`src/rtl/majority_pkg.sv`:
```
// Shared helpers for the N-channel majority voter.
//   popcount  - number of set bits in a zero-extended channel column
//   maj_bit   - strict majority of the low n bits of a column
//   run_cnt_w - width of a run counter that must reach a given threshold
//   pop_cnt_w - width of a popcount over n channels
package majority_pkg;

  // Upper bound on channel count; columns are zero-extended to this width
  // so the helpers can serve any legal N_CH.
  localparam int unsigned MAX_CH = 64;

  function automatic int unsigned popcount(input logic [MAX_CH-1:0] bits);
    int unsigned cnt;
    cnt = 0;
    for (int unsigned i = 0; i < MAX_CH; i++) begin
      cnt += int'(bits[i]);
    end
    return cnt;
  endfunction

  function automatic logic maj_bit(input logic [MAX_CH-1:0] bits,
                                   input int unsigned        n);
    return popcount(bits) > (n / 2);
  endfunction

  function automatic int unsigned run_cnt_w(input int unsigned thresh);
    return $clog2(thresh + 1);
  endfunction

  function automatic int unsigned pop_cnt_w(input int unsigned n);
    return $clog2(n + 1);
  endfunction

endpackage

```
`src/rtl/majority_ch_tracker.sv`:
```
// Per-channel disagreement tracker.
//   clk, rst_n  - clock, async active-low reset
//   valid       - a voted sample is accepted this cycle
//   mis         - this channel disagreed with the vote of that sample
//   clr         - synchronous clear of run counter, err_cnt and fault
//   err_cnt     - saturating total mismatch count
//   fault       - sticky; set once FAULT_THRESH consecutive mismatches seen
module majority_ch_tracker
  import majority_pkg::*;
#(
  parameter int unsigned CNT_W        = 8,
  parameter int unsigned FAULT_THRESH = 4
) (
  input  logic             clk,
  input  logic             rst_n,
  input  logic             valid,
  input  logic             mis,
  input  logic             clr,
  output logic [CNT_W-1:0] err_cnt,
  output logic             fault
);

  localparam int unsigned RUN_W = run_cnt_w(FAULT_THRESH);
  localparam logic [RUN_W-1:0] RUN_MAX  = RUN_W'(FAULT_THRESH);
  localparam logic [RUN_W-1:0] RUN_LAST = RUN_W'(FAULT_THRESH - 1);

  logic [RUN_W-1:0] run;

  always_ff @(posedge clk or negedge rst_n) begin
    if (!rst_n) begin
      run     <= '0;
      err_cnt <= '0;
      fault   <= 1'b0;
    end else if (clr) begin
      run     <= '0;
      err_cnt <= '0;
      fault   <= 1'b0;
    end else if (valid) begin
      if (mis) begin
        if (run != RUN_MAX) begin
          run <= run + 1'b1;
        end
        if (err_cnt != '1) begin
          err_cnt <= err_cnt + 1'b1;
        end
        // Fault appears together with the threshold-th mismatching output.
        if (run >= RUN_LAST) begin
          fault <= 1'b1;
        end
      end else begin
        run <= '0;
      end
    end
  end

endmodule

```
`src/rtl/majority_voter_seq.sv`:
```
// Registered N-channel bitwise majority voter with disagreement tracking.
//   clk, rst_n - clock, async active-low reset
//   in_valid   - in_data carries a sample this cycle
//   in_data    - channel i at [i*WIDTH +: WIDTH]
//   clr        - synchronous clear of err_cnt, run counters and fault
//   out_valid  - out_data holds a newly voted word (1-cycle latency)
//   out_data   - registered bitwise majority
//   mismatch   - channels that differed from the vote of the last valid sample
//   fault      - sticky per-channel persistent-disagreement flags
//   err_cnt    - per-channel saturating mismatch counts, i at [i*CNT_W +: CNT_W]
module majority_voter_seq
  import majority_pkg::*;
#(
  parameter int unsigned N_CH         = 3,
  parameter int unsigned WIDTH        = 8,
  parameter int unsigned CNT_W        = 8,
  parameter int unsigned FAULT_THRESH = 4
) (
  input  logic                  clk,
  input  logic                  rst_n,
  input  logic                  in_valid,
  input  logic [N_CH*WIDTH-1:0] in_data,
  input  logic                  clr,
  output logic                  out_valid,
  output logic [WIDTH-1:0]      out_data,
  output logic [N_CH-1:0]       mismatch,
  output logic [N_CH-1:0]       fault,
  output logic [N_CH*CNT_W-1:0] err_cnt
);

  if (N_CH < 3 || (N_CH % 2) == 0 || N_CH > MAX_CH) begin : g_bad_nch
    $fatal(1, "majority_voter_seq: N_CH must be odd, >= 3 and <= MAX_CH");
  end
  if (FAULT_THRESH < 1 || FAULT_THRESH > 255) begin : g_bad_thresh
    $fatal(1, "majority_voter_seq: FAULT_THRESH must be in 1..255");
  end

  logic [WIDTH-1:0] vote;
  logic [N_CH-1:0]  mis;

  for (genvar b = 0; b < WIDTH; b++) begin : g_vote
    logic [N_CH-1:0] col;
    always_comb begin
      col = '0;
      for (int unsigned c = 0; c < N_CH; c++) begin
        col[c] = in_data[c*WIDTH + b];
      end
      vote[b] = maj_bit(MAX_CH'(col), N_CH);
    end
  end

  always_comb begin
    mis = '0;
    for (int unsigned c = 0; c < N_CH; c++) begin
      mis[c] = (in_data[c*WIDTH +: WIDTH] != vote);
    end
  end

  always_ff @(posedge clk or negedge rst_n) begin
    if (!rst_n) begin
      out_valid <= 1'b0;
      out_data  <= '0;
      mismatch  <= '0;
    end else begin
      out_valid <= in_valid;
      if (in_valid) begin
        out_data <= vote;
        mismatch <= mis;
      end
    end
  end

  for (genvar c = 0; c < N_CH; c++) begin : g_trk
    majority_ch_tracker #(
      .CNT_W        (CNT_W),
      .FAULT_THRESH (FAULT_THRESH)
    ) u_trk (
      .clk     (clk),
      .rst_n   (rst_n),
      .valid   (in_valid),
      .mis     (mis[c]),
      .clr     (clr),
      .err_cnt (err_cnt[c*CNT_W +: CNT_W]),
      .fault   (fault[c])
    );
  end

endmodule

```
`config.mk`:
```
export PLATFORM = sky130hd
export DESIGN_NAME = majority_voter_seq
export DESIGN_NICKNAME = d
export VERILOG_FILES = /design/src/rtl/majority_pkg.sv /design/src/rtl/majority_ch_tracker.sv /design/src/rtl/majority_voter_seq.sv
export SDC_FILE = /design/constraint.sdc
export NUM_CORES = 1
export LEC_CHECK = 0
export CORE_MARGIN = 5
export CORE_UTILIZATION = 35
export CTS_CLUSTER_SIZE = 14
export DETAILED_ROUTE_END_ITERATION = 6
export PLACE_DENSITY = 0.61
export SYNTH_ARGS = -nofsm -noshare
export SYNTH_HDL_FRONTEND = slang
export SYNTH_SLANG_ARGS = --single-unit
export TNS_END_PERCENT = 30
```
`constraint.sdc`:
```
create_clock -name clk -period 1.8 [get_ports clk]
set_input_delay 0.18 -clock clk [delete_from_list [all_inputs] [get_ports clk]]
set_output_delay 0.18 -clock clk [all_outputs]
set_load 0.01 [all_outputs]
```
# ---- Yosys cells after proc, flatten, opt, wreduce, memory -nomap -nowiden
# Index checks and enable logic that the tools add are counted.
dict set report totals {
  regBits 48
  in_bits 28
  out_inout_bits 39
  wordCells 112
}
dict set report classes {
  addsub 22
  magnitude_cmp 11
  eq_ne 12
  mux 36
  n_reduce_logical 19
}
# operator count
set ops {}
lappend ops {{$mux 8} 12}
lappend ops {{$mux 3} 12}
lappend ops {{$add 2x1->3} 8}
lappend ops {{$add 8x1->8 const B} 3}
lappend ops {{$gt 3x1->1 const B} 8}
lappend ops {{$ne 8x8->1} 3}
lappend ops {{$ne 8x8->1 const B} 3}
lappend ops {{$reduce_bool 2->1} 10}
lappend ops {{$ne 3x3->1 const B} 6}
lappend ops {{$reduce_and 3->1} 6}
lappend ops {{$add 1x1->2} 8}
lappend ops {{$mux 1} 12}
lappend ops {{$add 3x1->3 const B} 3}
lappend ops {{$ge 3x2->1 const B} 3}
lappend ops {{$reduce_and 2->1} 3}

# ---- Depth between registers and ports, before layout
dict set report logic_depth {
  depth_word 7
  mapped_depth 8
  ltp_nobuf 7
}

# ---- Cells and area by module
# From an unflattened synthesis, not the netlist that was laid out.
dict set report hier_totals {
  hier_cells 327
  hier_area_um2 3066.7
}
# module instances cells_per_inst area_per_inst_um2 seq_area_each_um2
set modules_own_cells {}
lappend modules_own_cells {majority_ch_tracker 3 77 710.7 300.3}
lappend modules_own_cells {majority_voter_seq 1 96 934.6 300.3}

# ---- Worst setup path after synthesis
# Ideal clock, no wire load.
dict set report synth_path {
  kind {flip-flop to flip-flop}
  start {reg g_trk[1].u_trk.err_cnt[0]}
  end {reg g_trk[1].u_trk.err_cnt[7]}
  setup_time_ps 125
  t_arrival_ps 1810
  required_time_ps 1675
  slack_ps -135
  stages_incl_launch_ff 7
  n_path_buf 0
  period_less_slack_ps 1935
  path_cell_list {dfrtp_1 ha_1 and3_4 a31oi_4 o21ai_2 or3_1 mux2_4}
}
dict set report synth_via {
  elab_chain_cells 5
  elab_cells_between_ends 8
  classes_between {1 x add/sub; 1 x eq/ne; 4 x mux; 2 x reduce/logical}
}
# item line_no
set synth_rtl {}
lappend synth_rtl {{start, declared} majority_ch_tracker.sv:19} ;# output logic [CNT_W-1:0] err_cnt,
lappend synth_rtl {{start signal, assigned} majority_ch_tracker.sv:44} ;# err_cnt <= err_cnt + 1'b1;
lappend synth_rtl {{$add 8x1->8} majority_ch_tracker.sv:44}
lappend synth_rtl {{$mux 8} majority_ch_tracker.sv:43} ;# if (err_cnt != '1) begin
lappend synth_rtl {{$mux 8} majority_ch_tracker.sv:39} ;# if (mis) begin
lappend synth_rtl {{$mux 8} majority_ch_tracker.sv:38} ;# end else if (valid) begin
lappend synth_rtl {{$mux 8} majority_ch_tracker.sv:34} ;# end else if (clr) begin
# Parallel ways exist; a longest one is shown, timed or not. The select of a mux whose other input is x is not followed.
# A chain may end at the register's enable or synchronous reset.

# ---- Final worst setup path
dict set report layout_path {
  start {reg g_trk[1].u_trk.err_cnt[5]}
  end {reg g_trk[1].u_trk.err_cnt[7]}
}
# Same word-level chain as after synthesis.

==> results.ini <==
[outcome]
status = complete, no violations

[routing]
ant_nets = 0
wire_per_inst_um = 14.9
vias = 2871
drt_iter0_drc = 94
finalWirelength_um = 8590
drc_errors = 0
drtPass1Iterations = 4
avgViaCountPerCell = 4.99

[timing]
fmax_ghz = 0.558
fin_skew_ns = 0.00435
fin_crit_ns = 1.79
rsz0062_at_grt = true
finalHoldViolCount = 0
slew_violations = 0
whs_ns = 0.382
setup_ws_ns = 0.00731
worstMarginPinSlew_ns = 0.362
setup_viol = 0
post-route-period-util_pct = 99.6
slew_headroom_pct = 75.2

[flow_run]
drv_cap = 0

[critical_path]
crit_path_start = g_trk[1].u_trk.err_cnt[5]$_DFFE_PN0P_
crit_path_end = g_trk[1].u_trk.err_cnt[7]$_DFFE_PN0P_
endpoint_kind = register
worst-path-max-fanout = 4
rr_startpoint = g_trk[1].u_trk.err_cnt[5]$_DFFE_PN0P_
critical_path_required_ns = 1.99
r2r-end = g_trk[1].u_trk.err_cnt[7]$_DFFE_PN0P_
startpoint_type = register
critical_path_class = register to register
ff2ff_path_depth = 6
r2r_slack_ns = 0.007
critical_path_arrival_ns = 1.99

[power]
power_density_nw_per_um2 = 587
power_w = 0.00290
peakVddDrop_mv = 0.344
p_leak_nw = 2.20

[clock_network]
cts_root_buf = clkbuf_8
clkSinkCount = 48
clk_pin_slew_worst_paths_ns = 0.09
tritoncts = built
clk_latency_ns = 0.30
numCtsBuffers = 5
htreeDepth = 2
cts_buffer_depth = 2

[logic_synthesis]
ys.flop_type = dfrtp_1
postSynth.asyncResetShare_pct = 100
synth_cells = 329
seq_area_frac_synth_pct = 38.4
ys_warn_count = 0
synth_area_um2 = 3130
synth-edff-count = 0
syn-num-nets = 377
yosys_register_bits = 48
yosysUniqueCellTypes = 54
synth_area_per_cell_um2 = 9.50

[die]
dieArea_um2 = 10900
die_h_um = 105
io_pins = 67
die_x_um = 105
core_um2 = 8720
num_rows = 34
start_util_pct = 35.9

[grt]
gr-total-overflow = 0
grt_usage_pct = 15.7
grt_pass1_wl_um = 14600
grt_pass1_vias = 3035
antenna_found_initial = 0
grt_max_degree = 50

[layout]
final_layout_size_suffix_gt1_share_pct = 35.1
final_area_um2 = 4940
antenna_cells = 0
syn2layout_area_growth_pct = 58.0
nets = 514
fin_util_pct = 56.6

[hold_path]
hold_path_class = input port to asynchronous set/reset pin

[place]
dp_slack_ns = -0.739
place.gp.congestion = 0.745
io_buffers = 66
dp_hpwl_um = 6050
placed_area_um2 = 4400

-- final cells by class --
type / instances / area [um^2]
fillers: 767 / 3780
repair buffers: 145 / 1240
multi-input cells: 253 / 2200
clock inverters: 3 / 42.5
well taps: 108 / 135
flip-flops and latches: 48 / 1200
inverters: 13 / 48.8
clock buffers: 5 / 68.8
-- synthesized netlist by cell type, types with 2 or more instances --
| cell type | number | area [um^2] |
|---|---|---|
| and4_1 | 5 | 43.8 |
| mux2_1 | 5 | 56.3 |
| nand3_1 | 13 | 65.1 |
| mux2i_1 | 3 | 30.0 |
| mux2_4 | 3 | 45.0 |
| nor2b_1 | 15 | 93.8 |
| ha_1 | 20 | 250 |
| a21oi_1 | 19 | 95.1 |
| and3_4 | 2 | 22.5 |
| inv_1 | 13 | 48.8 |
| o21ai_1 | 3 | 15.0 |
| a22oi_1 | 5 | 37.5 |
| a41oi_1 | 2 | 17.5 |
| and3_1 | 8 | 50.1 |
| nor2_1 | 41 | 154 |
| nor3_1 | 2 | 10.0 |
| nand2_1 | 12 | 45.0 |
| or3_1 | 8 | 50.1 |
| a2111oi_2 | 2 | 30.0 |
| a21oi_2 | 7 | 61.3 |
| xnor2_1 | 17 | 149 |
| buf_4 | 3 | 22.5 |
| mux2_2 | 2 | 22.5 |
| nor4_2 | 4 | 50.1 |
| clkbuf_1 | 8 | 30.0 |
| buf_1 | 2 | 7.51 |
| a31oi_1 | 7 | 43.8 |
| nand4_1 | 6 | 37.5 |
| and2_1 | 2 | 12.5 |
| nor3b_1 | 5 | 37.5 |
| nand2b_1 | 5 | 31.3 |
| o21ai_0 | 11 | 55.1 |
| dfrtp_1 | 48 | 1200 |
-- registers in the layout (all words and copies together), names as in the netlist --
name	cells
mismatch	3
out_data	8
out_valid	1
g_trk.u_trk.err_cnt	24
g_trk.u_trk.fault	3
g_trk.u_trk.run	9
-- worst min path at each step --
stage                     startpoint                                     to  slack [ns]  depth (start not counted)
final                          rst_n  g_trk[0].u_trk.err_cnt[3]$_DFFE_PN0P_        0.38                          3
after global placement         rst_n  g_trk[0].u_trk.err_cnt[3]$_DFFE_PN0P_        0.19                          2
after CTS                      rst_n  g_trk[1].u_trk.err_cnt[5]$_DFFE_PN0P_        0.39                          3
after floorplan                rst_n  g_trk[0].u_trk.err_cnt[0]$_DFFE_PN0P_       -0.12                          0
after global routing           rst_n  g_trk[2].u_trk.err_cnt[0]$_DFFE_PN0P_        0.41                          3
after detailed placement       rst_n                    out_valid$_DFF_PN0_        0.19                          2
-- per-stage QoR --
| step | setup TNS (ns) | cells |
|---|---|---|
| 6_report | 0 | 575 |
| 3_3_place_gp | -21.93 | 549 |
| 5_1_grt | -0.323 | 575 |
| 3_5_place_dp | -22.56 | 549 |
| 2_1_floorplan | -0.0462 | 329 |
| 4_1_cts | 0 | 570 |
-- cells in the final DEF, fill, tap and decap left out, types with 4 or more instances in the layout --
| master | instances |
|---|---|
| a21oi_1 | 18 |
| a21oi_4 | 8 |
| a22oi_1 | 5 |
| a31oi_1 | 6 |
| and3_1 | 6 |
| and3_4 | 4 |
| and4_1 | 5 |
| buf_2 | 5 |
| buf_4 | 72 |
| buf_6 | 5 |
| clkbuf_2 | 8 |
| clkbuf_8 | 5 |
| clkdlybuf4s50_1 | 41 |
| dfrtp_1 | 48 |
| dlygate4sd2_1 | 5 |
| ha_1 | 11 |
| ha_4 | 8 |
| inv_1 | 13 |
| mux2_4 | 6 |
| nand2_1 | 11 |
| nand2b_1 | 5 |
| nand3_1 | 12 |
| nand4_1 | 6 |
| nor2_1 | 41 |
| nor2b_1 | 15 |
| o21ai_0 | 11 |
| or3_1 | 7 |
| xnor2_1 | 8 |
| xnor2_2 | 9 |
-- worst max-delay path, cell delays in order (launching register included) --
cell     delay, ns
dfrtp_1       0.40
and3_4        0.18
and3_4        0.18
a31oi_4       0.18
o21ai_4       0.11
or3_4         0.34
mux2_4        0.29
-- layer usage --
| layer | track usage, % | vias up | part of all wire (%) |
|---|---|---|---|
| li1 | - | 1453 | - |
| met1 | 20.6 | 1355 | 46 |
| met2 | 26.7 | 56 | 49 |
| met3 | 3.35 | 7 | 4.2 |
| met4 | 3.05 | 0 | 1.0 |
| met5 | 0 | - | 0 |
-- report_power, final --
| group | leakage [nW] | total (W) | internal, W | switching [W] |
|---|---|---|---|---|
| Sequential | 0.623 | 0.00119 | 0.00114 | 0.0000499 |
| Combinational | 1.53 | 0.000917 | 0.000493 | 0.000424 |
| Clock | 0.0541 | 0.000793 | 0.000412 | 0.000381 |
| Total | 2.20 | 0.00290 | 0.00204 | 0.000855 |
-- cell families after synthesis --
logic type / Yosys count / share of synthesized area [%]
xor gates and xnor gates: 18 / 5.04
buffers and inverters: 28 / 4.00
muxes: 13 / 4.92
and+or+nand+nor: 135 / 24.5
adders and majority gates: 20 / 8.00
AOI/OAI and AO/OA: 67 / 15.1
DFF: 48 / 38.4
-- timing repair --
item,CTS,global route
hold buffers,1,0
pin swaps,18,24
endpoints found under the hold margin,48,0
gates cloned,0,0
resized for setup,62,56
setup buffers,12,6
setup endpoints to repair,37,31
No activity file was read; power rests on OpenSTA's default activity.
